==> src/rtl/bcd_pkg.sv <==
// Shared constants and types for the BCD frame collector and its altsum accumulator.
// Latency: n/a (declarations only).
// Backpressure: n/a.
package bcd_pkg;

    localparam int NUM_DIGITS = 4;
    localparam int DIGIT_W    = 4;
    localparam int MAX_DIGIT  = 9;
    localparam int MOD11      = 11;

    typedef logic [DIGIT_W-1:0] bcd_digit_t;

    typedef enum logic {
        COLLECT = 1'b0,
        FULL    = 1'b1
    } coll_state_t;

endpackage

==> src/rtl/bcd_altsum_mod11.sv <==
// Running alternating digit sum mod 11 for an MSD-first digit stream: acc <= (digit - acc) mod 11.
// Latency: sum reflects an accepted digit one clock after en.
// Backpressure: none; en is only pulsed by the owner on an accepted digit, clr has priority.
module bcd_altsum_mod11
    import bcd_pkg::*;
(
    input  logic       clk,
    input  logic       rst_n,
    input  logic       clr,
    input  logic       en,
    input  bcd_digit_t digit,
    output logic [3:0] sum
);

    logic [4:0] wide;
    logic [3:0] next_sum;

    // (digit - sum) mod 11 without a signed path: bias by 11 first, then fold once
    always_comb begin
        wide     = {1'b0, digit} + 5'(MOD11) - {1'b0, sum};
        next_sum = (wide >= 5'(MOD11)) ? 4'(wide - 5'(MOD11)) : 4'(wide);
    end

    // Accumulator register; clear beats a digit update
    always_ff @(posedge clk or negedge rst_n) begin
        if (!rst_n) begin
            sum <= 4'd0;
        end else if (clr) begin
            sum <= 4'd0;
        end else if (en) begin
            sum <= next_sum;
        end
    end

endmodule

==> src/rtl/bcd_frame_collector.sv <==
// Serial MSD-first BCD digits in, four-digit parallel frame out on a/b/c/d; optional BCD_FRAME_ALTSUM_EN adds altsum.
// Latency: frame_valid rises 1 clock after the 4th digit is accepted; 5 cycles per frame with an immediate ack.
// Backpressure: digit_ready drops while a frame is held (until frame_ack) or during clear; source must hold its digit.
module bcd_frame_collector #(
    parameter int NUM_DIGITS = bcd_pkg::NUM_DIGITS,
    parameter int DIGIT_W    = bcd_pkg::DIGIT_W,
    parameter int MAX_DIGIT  = bcd_pkg::MAX_DIGIT
) (
    input  logic               clk,
    input  logic               rst_n,
    input  logic               clear,
    input  logic [DIGIT_W-1:0] digit_in,
    input  logic               digit_valid,
    output logic               digit_ready,
    output logic [DIGIT_W-1:0] a,
    output logic [DIGIT_W-1:0] b,
    output logic [DIGIT_W-1:0] c,
    output logic [DIGIT_W-1:0] d,
    output logic               frame_valid,
    input  logic               frame_ack,
    output logic               err_digit,
    output logic [2:0]         digit_cnt
`ifdef BCD_FRAME_ALTSUM_EN
    ,
    output logic [3:0]         altsum
`endif
);

    import bcd_pkg::*;

    coll_state_t state;
    logic        legal;
    logic        take;
    logic        drop;
    logic        last_slot;

    // Handshake decode: a digit is offered only while collecting and not being aborted
    always_comb begin
        digit_ready = (state == COLLECT) && !clear;
        legal       = (digit_in <= DIGIT_W'(MAX_DIGIT));
        take        = digit_valid && digit_ready && legal;
        drop        = digit_valid && digit_ready && !legal;
        last_slot   = (digit_cnt == 3'(NUM_DIGITS - 1));
    end

    // Collector FSM with registered frame slots, count and status flags
    always_ff @(posedge clk or negedge rst_n) begin
        if (!rst_n) begin
            state       <= COLLECT;
            digit_cnt   <= 3'd0;
            frame_valid <= 1'b0;
            err_digit   <= 1'b0;
            a           <= '0;
            b           <= '0;
            c           <= '0;
            d           <= '0;
        end else begin
            // drop already excludes clear and FULL through digit_ready
            err_digit <= drop;
            if (clear) begin
                state       <= COLLECT;
                digit_cnt   <= 3'd0;
                frame_valid <= 1'b0;
                a           <= '0;
                b           <= '0;
                c           <= '0;
                d           <= '0;
            end else begin
                case (state)
                    COLLECT: begin
                        if (take) begin
                            case (digit_cnt)
                                3'd0:    a <= digit_in;
                                3'd1:    b <= digit_in;
                                3'd2:    c <= digit_in;
                                3'd3:    d <= digit_in;
                                default: ;
                            endcase
                            // count stops at NUM_DIGITS because the last slot leaves COLLECT
                            digit_cnt <= digit_cnt + 3'd1;
                            if (last_slot) begin
                                state       <= FULL;
                                frame_valid <= 1'b1;
                            end
                        end
                    end
                    FULL: begin
                        // slots are left as-is; the next frame overwrites them one by one
                        if (frame_ack) begin
                            state       <= COLLECT;
                            frame_valid <= 1'b0;
                            digit_cnt   <= 3'd0;
                        end
                    end
                    default: begin
                        state <= COLLECT;
                    end
                endcase
            end
        end
    end

`ifdef BCD_FRAME_ALTSUM_EN
    logic altsum_clr;

    // Accumulator restarts on abort or when the consumer takes the frame
    always_comb begin
        altsum_clr = clear || ((state == FULL) && frame_ack);
    end

    bcd_altsum_mod11 u_altsum (
        .clk   (clk),
        .rst_n (rst_n),
        .clr   (altsum_clr),
        .en    (take),
        .digit (digit_in),
        .sum   (altsum)
    );
`endif

endmodule

==> config.mk <==
export PLATFORM = sky130hd
export DESIGN_NAME = bcd_frame_collector
export DESIGN_NICKNAME = d
export VERILOG_FILES = /design/src/rtl/bcd_pkg.sv /design/src/rtl/bcd_altsum_mod11.sv /design/src/rtl/bcd_frame_collector.sv
export SDC_FILE = /design/constraint.sdc
export NUM_CORES = 1
export LEC_CHECK = 0
export ABC_CLOCK_PERIOD_IN_PS = 3300
export CAP_MARGIN = 20
export CELL_PAD_IN_SITES_DETAIL_PLACEMENT = 1
export CELL_PAD_IN_SITES_GLOBAL_PLACEMENT = 2
export CORE_MARGIN = 8
export CORE_UTILIZATION = 31
export CTS_CLUSTER_SIZE = 12
export DETAILED_ROUTE_END_ITERATION = 8
export GPL_TIMING_DRIVEN = 0
export PLACE_DENSITY = 0.92
export SYNTH_ARGS = -nofsm -noshare
export SYNTH_HDL_FRONTEND = slang
export SYNTH_SLANG_ARGS = --single-unit
export TNS_END_PERCENT = 20
==> constraint.sdc <==
create_clock -name clk -period 3.3 [get_ports clk]
set_clock_uncertainty 0.1 [all_clocks]
set_input_delay 0.66 -clock clk [delete_from_list [all_inputs] [get_ports clk]]
set_output_delay 0.66 -clock clk [all_outputs]
set_load 0.02 [all_outputs]
==> flow_summary.yaml, run 1 <==
status:
  status: "completed"
cells_and_area:
  regArea_um2: 551
  fillers: 415
  multi_input_area_um2: 509
  n_antenna_cell: 0
  syn2layout_area_growth_pct: 37.2
  nets: 155
  drive_above_1_share: 0.0929
critical_path:
  cp.required_ns: 2.54
  path_delay_family: "buffers and inverters"
  critPathCapture: "digit_ready"
  crit_fanout: 9
  worstSetupPathType: "input pin to primary output"
  rr_endpoint: "d[0]"
  cp.depth: 3
  worst_path_max_delay_cell: "clkdlybuf4s50_1"
  rr_worst_depth: 3
  crit_top_cell: "clkdlybuf4s50_1"
  cp_slowest_stage_delay_ns: 0.63
  critPathLaunchType: "input pin"
  worst-path-buf-inv: 2
  r2r_slack_ns: 1.58
  worst_r2r_startpoint: "state"
  path_cells: "clkdlybuf4s50_1 > nor2_1 > clkdlybuf4s50_1"
  critPathCaptureType: "primary output"
  worstPathArrival_ns: 2.03
  startpoint: "clear"
synth:
  yosys.area.top_type_share: 0.500
  ys_seq_area_frac: 0.500
  synth_edf_count: 0
  synthCells: 105
  synth_nets: 119
  synth_top_family_by_area: "simple AND/OR/NAND/NOR gates"
  synth_fa_ha_area_frac: 0.0568
  synth_xor_area_frac: 0
  syn-cell-area_um2: 1100
  netlist_top_cells_area: "dfrtp_1, nand4_1, ha_1"
  yosysWarnings: 0
  synth_flop_cell: "dfrtp_1"
  yosysMostFrequentCell: "dfrtp_1"
  yosysTopAreaCell: "dfrtp_1"
  avgSynthCellArea_um2: 10.5
  synth_mux_area_frac: 0.0409
  yosys-top-cells-count: "dfrtp_1, nand2_1, nand4_1, nor2b_1, o311ai_1"
  ys_types: 24
  ys_ff_latch: 22
  synth_compound_gate_area_share: 0.147
  async_reset_ff_frac: 1.00
  synthSimpleGateAreaFrac: 0.218
clock_network:
  cts_tree: "built"
  post_cts_resized: 0
  clkTransAtPathRegs_ns: 0.12
  worst_skew_pair.late_latency_ns: 0.32
  clock_path_buffers: 2
  ctsHoldBuffers: 0
  numCtsBuffers: 3
  post_cts_buffers: 0
  cts_sinks: 22
  cts_root_buf: "clkbuf_4"
  cts.htree.levels: 1
power:
  vdd_drop_max_mv: 0.134
  p_int_w: 0.000386
  power_frac_clock: 0.284
  p_leak_nw: 0.687
  seq_power_share: 0.529
  p_per_area_nw_per_um2: 356
  p_switching_w: 0.000152
  fin_total_pwr_w: 0.000537
  power_frac_comb: 0.186
  swShare: 0.282
floorplan:
  fp.dieArea_um2: 5710
  die_h_um: 75.6
  die_x_um: 75.6
  num_rows: 21
  core-area_um2: 3360
  ios: 31
  start_util: 0.327
timing:
  finalHoldViolCount: 0
  fin_crit_sh: 0.846
  fmax_mhz: 358
  rsz0062_at_grt: "false"
  slew_viol_final: 0
  setup_violations: 0
  tightest_slew_ns: 0.525
  tns_ns: 0
  layout_min_cycle_time_ns: 2.79
  max_slew_margin: 0.649
route:
  routedWlPerCell_um: 16.6
  drt_first_pass_iters: 4
  dr_total_vias: 963
  via_per_inst: 5.18
  drt_iter0_markers: 34
  ant_nets: 0
  drc_errors: 0
  routed_wl_um: 3080
worst_hold_path:
  min_from: "frame_valid"
  hold_class: "flip-flop to flip-flop"
  holdPathStages: 2
grt:
  grt_pass1_wl_um: 5220
  grt_antenna_before_repair: 0
  grt_max_degree: 23
  overflow: 0
  first_global_vias: 1058
  grt_usage: 0.122
flow_run:
  drv_cap: 0
placed_design:
  dp_hpwl_um: 2380
  gp_congestion: 0.812
  io_buffers: 30
-- worst reg2reg max path, stage by stage, from the launching register on --
cell	delay (ns)
dfrtp_1	0.46
nor3b_2	0.37
nand3_1	0.33
mux2_2	0.37
-- layout by cell type, fill, tap and decap left out --
cell type	instances
a21oi_1	1
a31o_2	1
and3_1	1
buf_1	1
buf_6	1
buf_8	1
clkbuf_1	3
clkbuf_4	3
clkbuf_8	1
clkdlybuf4s50_1	30
dfrtp_1	22
ha_1	5
inv_1	4
mux2_2	4
nand2_1	16
nand2b_1	3
nand3_1	1
nand4_1	12
nor2_1	2
nor2b_1	7
nor3b_2	1
o211ai_1	2
o21a_1	1
o21ai_0	3
o21ai_1	1
o311ai_0	5
o311ai_1	7
or3b_4	1
-- metal layers --
metal / share of wire / global-route usage
met4: 0.014 / 0.0490
met5: 0 / 0
met2: 0.49 / 0.202
met3: 0.056 / 0.0316
met1: 0.44 / 0.146
-- worst min path at each step --
stage / endpoint / slack [ns]
2_1_floorplan: a[0] / 0.26
3_3_place_gp: frame_valid / 0.37
3_5_place_dp: frame_valid / 0.38
4_1_cts: frame_valid / 0.41
5_1_grt: frame_valid / 0.46
6_report: frame_valid / 0.39
-- power groups by stage --
stage | Sequential [W] | Clock [W] | Combinational (W)
final | 0.000284 | 0.000153 | 0.000100
after global routing | 0.000286 | 0.000171 | 0.000111
after CTS | 0.000285 | 0.000158 | 0.0000988
after detailed placement | 0.000290 | 0 | 0.0000982
after global placement | 0.000289 | 0 | 0.0000955
after floorplan | 0.000299 | 0 | 0.0000376
-- sequential cells by signal, summed over array words and instances, names as in the netlist --
name,cells
a,4
frame_valid,1
d,4
digit_cnt,3
b,4
c,4
state,1
err_digit,1
-- through the flow --
stage	hold slack (ns)	util	setup WS [ns]	instance area (um^2)	cells
3_3_place_gp	0.365	0.434	0.532	1460	181
6_report	0.393	0.449	0.509	1510	186
4_1_cts	0.407	0.445	0.489	1500	185
3_5_place_dp	0.377	0.434	0.490	1460	181
2_1_floorplan	0.264	-	1.54	1100	105
5_1_grt	0.456	0.449	0.451	1510	186
-- cell families (layout without fill, tap and decap cells) --
logic type | Yosys count | count (layout)
AOI/OAI and AO/OA | 21 | 21
muxes | 4 | 4
adders and majority gates | 5 | 5
buffers and inverters | 9 | 44
and+or+nand+nor | 44 | 44
DFF | 22 | 22
-- cell type report --
| class | instances | area share |
|---|---|---|
| multi-input cells | 74 | 0.337 |
| inverters | 4 | 0.00994 |
| well taps | 46 | 0.0381 |
| flip-flops and latches | 22 | 0.365 |
| clock buffers | 4 | 0.0240 |
| repair buffers | 31 | 0.209 |
| plain buffers | 5 | 0.0174 |
(Power assumes the default switching activity.)
==> inputs of run 2 (changes only) <==
- ABC_CLOCK_PERIOD_IN_PS: 3300 -> 2500
- CORE_UTILIZATION: 31 -> 26
- PLACE_DENSITY: 0.92 -> 0.84
- clock period: 3.3 -> 2.5 ns (I/O delays scaled with it)
==> flow_summary.yaml, run 2 (synthesis gave the netlist of run 1 again) <==
timing:
  layout_min_cycle_time_ns: 2.09
  slew_viol_final: 0
  finalHoldViolCount: 0
  fmax_mhz: 478
  tightest_slew_ns: 0.588
  max_slew_margin: 0.607
  fin_crit_sh: 0.837
  tns_ns: 0
  rsz0062_at_grt: "false"
  setup_violations: 0
cells_and_area:
  layout_commonest_cell: "clkdlybuf4s50_1"
  regArea_um2: 551
  n_antenna_cell: 0
  syn2layout_area_growth_pct: 38.3
  final_util: 0.378
  multi_input_area_um2: 509
  fillers: 471
  drive_above_1_share: 0.0863
  nets: 155
  final_cell_mix: "clkdlybuf4s50_1, dfrtp_1, nand2_1, nand4_1"
placed_design:
  dp_hpwl_um: 2600
  gp_congestion: 0.757
  io_buffers: 30
floorplan:
  ios: 31
  die_x_um: 81.1
  die_h_um: 81.1
  core-area_um2: 4030
  num_rows: 23
  fp.dieArea_um2: 6570
  start_util: 0.273
route:
  via_per_inst: 5.25
  ant_nets: 0
  drc_errors: 0
  routed_wl_um: 3420
  dr_total_vias: 992
  routedWlPerCell_um: 18.1
  drt_iter0_markers: 38
  drt_first_pass_iters: 4
critical_path:
  crit_fanout: 7
  startpoint: "digit_in[1]"
  cp.required_ns: 2.55
  worstSetupPathType: "input pin to flip-flop"
  critPathLaunchType: "input pin"
  critPathCaptureType: "flip-flop"
  worstPathArrival_ns: 2.14
  worst_r2r_startpoint: "state"
clock_network:
  numCtsBuffers: 3
  cts_sinks: 22
  clock_path_buffers: 2
  post_cts_buffers: 0
  worst_skew_pair.late_latency_ns: 0.26
  cts.htree.levels: 1
  ctsHoldBuffers: 0
  cts_tree: "built"
  post_cts_resized: 0
  clkTransAtPathRegs_ns: 0.07
  cts_root_buf: "clkbuf_8"
power:
  p_per_area_nw_per_um2: 480
  p_leak_nw: 0.697
  vdd_drop_max_mv: 0.147
grt:
  grt_usage: 0.108
  grt_max_degree: 23
  overflow: 0
  grt_antenna_before_repair: 0
  first_global_vias: 1104
  grt_pass1_wl_um: 5510
worst_hold_path:
  hold_class: "flip-flop to flip-flop"
  min_from: "frame_valid"
flow_run:
  drv_cap: 0
status:
  status: "completed"
[run 2: cell count changes in the layout (fill, tap and decap cells not counted), sizes merged]
cell           change
clkbuf             -1
clkdlybuf4s50      -1
dlymetal6s2s       +1
[run 2: through the flow]
step	hold slack (ns)	setup slack, ns	total power [W]	cells	cell area, um^2
floorplan	0.104	0.894	0.000444	105	1100
global placement	0.365	0.0635	0.000511	185	1460
detailed placement	0.377	0.0182	0.000516	185	1460
CTS	0.401	0.0170	0.000739	188	1510
global route	0.417	0.243	0.000763	189	1520
finish	0.396	0.408	0.000731	189	1520
[run 2: path summary, 6_finish.rpt]
| path | end | slack, ns | cells past startpoint |
|---|---|---|---|
| max | d[3] | 0.41 | 4 |
| min | frame_valid | 0.40 | 2 |
| max reg2reg | b[2] | 0.82 | 4 |
| min reg2reg | frame_valid | 0.40 | 2 |
| max in group asynchronous | d[0] | 1.31 | 2 |
| min in group asynchronous | c[0] | 0.51 | 1 |
[run 2: final cells by class]
cell class | count | area share
buffer | 5 | 0.0173
clock buffer | 3 | 0.0271
tap | 50 | 0.0411
inverter | 4 | 0.00986
timing repair buffer | 31 | 0.209
multi-input combinational | 74 | 0.334
sequential | 22 | 0.362
[run 2: critical path, cell delays in order]
cell	delay, ns
clkdlybuf4s50_1	0.55
o21ai_1	0.42
nand3_1	0.31
mux2_2	0.35
[run 2: metal layers]
metal / vias to the layer above / global-route usage / wire length [um]
met5: - / 0 / 0
li1: 463 / - / -
met1: 506 / 0.126 / 1410
met3: 2 / 0.0265 / 183
met4: 0 / 0.0411 / 16
met2: 21 / 0.188 / 1810
[run 2: power by group]
| group | switching (W) | leakage, nW | internal [W] |
|---|---|---|---|
| combinational | 0.0000814 | 0.372 | 0.0000530 |
| sequential | 0.00000936 | 0.304 | 0.000366 |
| clock | 0.000113 | 0.0216 | 0.000108 |
